File: src/rtl/cascaded_tick_gen.sv
// Cascaded clock-enable divider chain: each stage divides the carry of the stage below by (limit+1).
// Limits are written to a pending register and only take effect at that stage's wrap or on load.
module cascaded_tick_gen #(
    parameter int NSTAGE        = 3,
    parameter int W             = 5,
    parameter int DEFAULT_LIMIT = 7
) (
    input  logic                  clk,
    input  logic                  reset_n,
    input  logic                  en,
    input  logic                  load,
    input  logic                  tick_in,
    input  logic                  limit_wr,
    input  logic [2:0]            limit_sel,
    input  logic [W-1:0]          limit_data,
    output logic [NSTAGE-1:0]     tick_out,
    output logic [NSTAGE*W-1:0]   count_flat
);

    localparam logic [W-1:0] LIM_RST = W'(DEFAULT_LIMIT);

    logic [W-1:0]      r_cnt  [NSTAGE];
    logic [W-1:0]      r_lim  [NSTAGE];
    logic [W-1:0]      r_pend [NSTAGE];
    logic [NSTAGE-1:0] r_tick;

    logic [NSTAGE-1:0] w_carry;
    logic [NSTAGE-1:0] w_at_lim;
    logic [NSTAGE-1:0] w_wrap;
    logic [NSTAGE-1:0] w_wr_hit;

    assign w_carry[0] = en & tick_in & ~load;

    for (genvar k = 0; k < NSTAGE; k++) begin : g_stage
        if (k > 0) begin : g_chain
            assign w_carry[k] = w_wrap[k-1];
        end

        assign w_at_lim[k] = (r_cnt[k] == r_lim[k]);
        assign w_wrap[k]   = w_carry[k] & w_at_lim[k];
        // Out-of-range selects never match because k < NSTAGE <= 8.
        assign w_wr_hit[k] = limit_wr && (limit_sel == 3'(k));

        always_ff @(posedge clk or negedge reset_n) begin
            if (!reset_n) begin
                r_cnt[k]  <= '0;
                r_lim[k]  <= LIM_RST;
                r_tick[k] <= 1'b0;
            end else if (load) begin
                r_cnt[k]  <= '0;
                r_lim[k]  <= r_pend[k];
                r_tick[k] <= 1'b0;
            end else begin
                r_tick[k] <= w_wrap[k];
                if (w_wrap[k]) begin
                    r_cnt[k] <= '0;
                    r_lim[k] <= r_pend[k];
                end else if (w_carry[k]) begin
                    r_cnt[k] <= r_cnt[k] + 1'b1;
                end
            end
        end

        // A write coinciding with a wrap or load lands here one cycle too late for that
        // apply, so L picks up the old pending value and the new one waits for the next wrap.
        always_ff @(posedge clk or negedge reset_n) begin
            if (!reset_n) begin
                r_pend[k] <= LIM_RST;
            end else if (w_wr_hit[k]) begin
                r_pend[k] <= limit_data;
            end
        end

        assign count_flat[k*W +: W] = r_cnt[k];
    end

    assign tick_out = r_tick;

endmodule

File: config.mk
export PLATFORM = sky130hd
export DESIGN_NAME = cascaded_tick_gen
export DESIGN_NICKNAME = d
export VERILOG_FILES = /design/src/rtl/cascaded_tick_gen.sv
export SDC_FILE = /design/constraint.sdc
export NUM_CORES = 1
export LEC_CHECK = 0
export BUFFER_PORTS_ARGS = -buffer_cell sky130_fd_sc_hd__buf_4
export CORE_MARGIN = 5
export CORE_UTILIZATION = 55
export CTS_CLUSTER_DIAMETER = 150
export CTS_CLUSTER_SIZE = 25
export DETAILED_ROUTE_END_ITERATION = 8
export PLACE_DENSITY_LB_ADDON = 0.12
export SLEW_MARGIN = 5
export SYNTH_ARGS = -nofsm -noshare
export SYNTH_HDL_FRONTEND = slang
export SYNTH_SLANG_ARGS = --single-unit
File: constraint.sdc
create_clock -name clk -period 2.85 [get_ports clk]
set_input_delay 0.4275 -clock clk [delete_from_list [all_inputs] [get_ports clk]]
set_output_delay 0.4275 -clock clk [all_outputs]
set_load 0.03 [all_outputs]
==> out/results.md <==
| Step | Quantity | This run |
|:---|:---|:---|
| run status | Run status | finished clean |
| critical path | Setup Crit Path Kind | flip-flop to flip-flop |
| finish | Cell Count, Final, Fillers Out | 264 |
| placed design | Half-perimeter wire length after detailed placement | 3.32 mm |
| timing | Setup_tns | 0 ns |
| floorplanning | I/O pin count | 32 |
| detailed routing | Final wirelength | 4.43 mm |
| critical path | Chain of cells forming the critical path | xor2_1, or4_4, nor4_4, or2_2, mux2_2 |
| critical path | Crit Reg-Reg Startpoint | count_flat[3] |
| synth | Proportion of register bits with asynchronous set or reset after synthesis | 1.00 |
| floorplanning | Initial core utilization | 0.568 |
| finish | Design area | 0.00265 mm² |
| placed design | Input/output buffers | 31 |
| cts | Clock tree from TritonCTS | done |
| synth | Count of unique library cells instantiated by Yosys | 34 |
| critical path | Arrival time at the worst endpoint | 2.60 ns |
| finish | Area occupied by multi-input gates | 0.00101 mm² |
| grt | GR met1 Demand/Resource | 0.228 |
| critical path | Required time of the critical path | 3.03 ns |
| timing | Share of the clock period used by the worst path | 0.848 |
| synth | List of most frequent post-synthesis cells | 30 x sky130_fd_sc_hd__dfrtp_1, 30 x sky130_fd_sc_hd__mux2_2, 18 x sky130_fd_sc_hd__dfstp_2, 13 x sky130_fd_sc_hd__xor2_1 |
| grt | Antenna violations before repair | 0 |
| placed design | Number of instances in the placed design | 256 |
| grt | Global-route total usage across every layer | 0.178 |
| cts | H-tree depth reported by CTS | 2 |
| placed design | Final RePlAce weighted congestion | 0.912 |
| min path | Path category of the worst min-delay check | primary input to async pin |
| synth | Synthesized area per cell | 12.8 µm² |
| timing | Setup violators final | 0 |
| timing | Normalized max-slew margin | 0.347 |
| finish | Fraction of layout cells with a size suffix above 1 | 0.467 |
| timing | Crit path setup slack, layout | 0.434 ns |
| synth | Flip-flop and latch count after synthesis | 48 |
| critical path | Slowest stage cell, crit path | sky130_fd_sc_hd__or4_4 |
| cts | Root buffer cell | sky130_fd_sc_hd__clkbuf_8 |
| synth | Sequential area share after synthesis | 0.539 |
| synth | Number of flops mapped to enable cells by yosys | 0 |
| finish | Area growth from synthesis to layout | 16.5% |
| placed design | Setup WS pre-CTS | 0.458 ns |
| synth | Warnings, synthesis | 0 |
| timing | Highest clock rate | 414 MHz |
| timing | Pins Over Slew Limit | 0 |
| floorplanning | Core box area | 0.00400 mm² |
| synth | Top_reg_cell synth | sky130_fd_sc_hd__dfrtp_1 |
| timing | Unrepaired setup endpoints after global routing | no |
| cts | Hold-fix buffers, CTS | 0 |
| critical path | Cell count of the worst reg-to-reg path | 5 |
| critical path | Crit-path max cell delay | 0.57 ns |
| synth | Cell taking the most area after synthesis | sky130_fd_sc_hd__dfrtp_1 |
| detailed routing | Post-route antenna net violation count | 0 |
| floorplanning | Die span in x | 74.3 µm |
| critical path | Worst Path Max Fanout | 9 |
| critical path | Cell family with most CP delay | simple AND/OR/NAND/NOR gates |
| critical path | Kind of end point of the critical path | flip-flop |
| detailed routing | WL/cell | 16.8 µm |
| cts | Source-to-sink clock delay at the later pin of the worst-skew pair | 0.30 ns |
| floorplanning | Height of the die | 74.3 µm |
| grt | GRT overflow | 0 |
| critical path | Worst flop-to-flop path endpoint | r_lim[8] |
| synth | Post-Synthesis Net Count | 194 |
| run | Max-cap viol count | 0 |
| pwr | Total power draw | 1.59 mW |
| detailed routing | Via density per instance | 5.60 |
| critical path | Internal reg-to-reg setup slack | 0.43 ns |
| grt | Wire length of the first global-routing pass | 7.37 mm |
| grt | Largest net degree at the start of global routing | 49 |
| pwr | Pwr Density | 602 mW/mm² |
| critical path | Number of buffer and inverter stages on the critical path | 0 |
| synth | Area share of the largest cell type after synthesis | 0.331 |
| floorplanning | Number of rows created at floorplan | 23 |
| cts | Maximum number of buffers from clock root to sink | 2 |
| timing | Hold Vio Cnt, Final | 0 |
| finish | Diodes inserted | 0 |
| cts | Clock transition at the registers of the reported paths | 0.09 ns |
| synth | Area contributors post-synth | sky130_fd_sc_hd__dfrtp_1 33%, sky130_fd_sc_hd__dfstp_2 21%, sky130_fd_sc_hd__mux2_2 15% |
| critical path | Critical Path Source Type | flip-flop |
| finish | Register area | 0.00122 mm² |
| detailed routing | Router iterations before antenna repair | 4 |
| detailed routing | 1st-iter DRT viols | 123 |
| finish | Net total in the final layout | 230 |
| synth | Cell area after synthesis | 0.00227 mm² |
| grt | Met2 track demand over resource | 0.307 |
| synth | Number of instances in the synthesized netlist | 177 |
| placed design | Placed cell areas | 0.00256 mm² |
| timing | Worst Max-Slew Pin Slew | 0.966 ns |
| pwr | Largest vdd supply drop | 0.339 mV |
| cts | Post-CTS setup repair buffer count | 0 |
| pwr | Leakage component of the power | 1.15 nW |
| timing | Max Clock Skew | 0.00760 ns |
| floorplanning | Die area | 0.00551 mm² |
| grt | Most congested layer reported by global routing | met2 |
| cts | Number of clock sinks seen by CTS | 48 |
| cts | Num CTS Buffers | 5 |
| detailed routing | DRC violations left | 0 |
| timing | Final critical-path required period | 2.42 ns |
| finish | Count of fill cells added during filler insertion | 314 |
| grt | Met3 usage | 0.0378 |
| grt | Number of global-route vias before repair | 1494 |
| detailed routing | Count of vias placed by the detailed router | 1478 |
| cts | Quantity of gates resized following cts | 0 |
## sequential cells by signal, indices dropped and copies added, names as in the netlist
signal	count
count_flat	15
tick_out	3
r_lim	15
r_pend	15
## worst register-to-register path, cell delays in order, from the launching register on
cell                      delay (ns)
sky130_fd_sc_hd__dfrtp_1        0.44
sky130_fd_sc_hd__xor2_1         0.18
sky130_fd_sc_hd__or4_4          0.57
sky130_fd_sc_hd__nor4_4         0.45
sky130_fd_sc_hd__or2_2          0.31
sky130_fd_sc_hd__mux2_2         0.36
## through the flow
step | hold WS [ns] | utilization
finish | 0.117 | 0.662
global route | 0.177 | 0.662
CTS | 0.140 | 0.662
detailed placement | 0.467 | 0.639
global placement | 0.457 | 0.639
floorplan | 0.132 | -
## area by class of cell
type                       count  share of cell area
clock inverter                 2             0.00615
timing repair buffer          33              0.0936
tap                           50              0.0236
sequential                    48               0.462
clock buffer                   6              0.0274
multi-input combinational    122               0.383
inverter                       3             0.00426
## metal layers
metal	part of all wire	vias to the layer above
met5	0	-
met4	0.013	0
met3	0.047	7
met2	0.50	32
met1	0.44	729
li1	-	710
## worst max-delay path by stage
stage                  startpoint  endpoint  slack (ns)  depth (start not counted)
global route        count_flat[3]  r_lim[8]        0.33                          5
global placement    count_flat[3]  r_lim[9]        0.56                          5
finish              count_flat[3]  r_lim[8]        0.43                          5
CTS                 count_flat[3]  r_lim[8]        0.45                          5
floorplan           count_flat[3]  r_lim[8]        0.48                          6
detailed placement  count_flat[3]  r_lim[8]        0.46                          5
## placed cells by master, fill, tap and decap left out
cell type	instances
sky130_fd_sc_hd__a31oi_4	1
sky130_fd_sc_hd__nor3_1	5
sky130_fd_sc_hd__mux2_2	30
sky130_fd_sc_hd__mux2i_1	1
sky130_fd_sc_hd__inv_1	3
sky130_fd_sc_hd__o21ai_0	2
sky130_fd_sc_hd__or2_2	4
sky130_fd_sc_hd__a22o_1	1
sky130_fd_sc_hd__nand2b_1	4
sky130_fd_sc_hd__nor4_4	2
sky130_fd_sc_hd__or3_1	5
sky130_fd_sc_hd__o311ai_0	1
sky130_fd_sc_hd__buf_4	33
sky130_fd_sc_hd__clkinvlp_4	1
sky130_fd_sc_hd__nand3_1	6
sky130_fd_sc_hd__or4_4	2
sky130_fd_sc_hd__o21ba_2	1
sky130_fd_sc_hd__nand4_1	4
sky130_fd_sc_hd__clkbuf_8	5
sky130_fd_sc_hd__dfstp_2	18
sky130_fd_sc_hd__dfrtp_1	30
sky130_fd_sc_hd__nor4b_1	1
sky130_fd_sc_hd__nor4bb_1	2
sky130_fd_sc_hd__xor2_1	13
sky130_fd_sc_hd__nand2_1	8
sky130_fd_sc_hd__ha_1	3
sky130_fd_sc_hd__o32ai_1	2
sky130_fd_sc_hd__nor2_1	5
sky130_fd_sc_hd__and3_2	1
sky130_fd_sc_hd__a21boi_0	2
sky130_fd_sc_hd__clkbuf_1	1
sky130_fd_sc_hd__a21oi_1	8
sky130_fd_sc_hd__nand3b_1	1
sky130_fd_sc_hd__xnor2_1	6
sky130_fd_sc_hd__or4b_2	1
sky130_fd_sc_hd__clkinv_4	1
## cells by family (layout without fill, tap and decap cells)
| kind of cell | Yosys count | after routing | synth area share |
|---|---|---|---|
| simple gates | 51 | 51 | 0.145 |
| flops | 48 | 48 | 0.539 |
| mux | 31 | 31 | 0.153 |
| xor+xnor | 19 | 19 | 0.0733 |
| compound gates | 18 | 18 | 0.0579 |
| buf+inv | 7 | 44 | 0.0154 |
| fa+ha+maj | 3 | 3 | 0.0165 |
## power breakdown
part           leakage (nW)  internal [mW]  total [mW]  switching, mW
clock                0.0414          0.174       0.393          0.218
combinational         0.524          0.153       0.288          0.136
sequential            0.584          0.836       0.912         0.0756
total                  1.15           1.16        1.59          0.429
No activity file was read; power rests on OpenSTA's default activity.
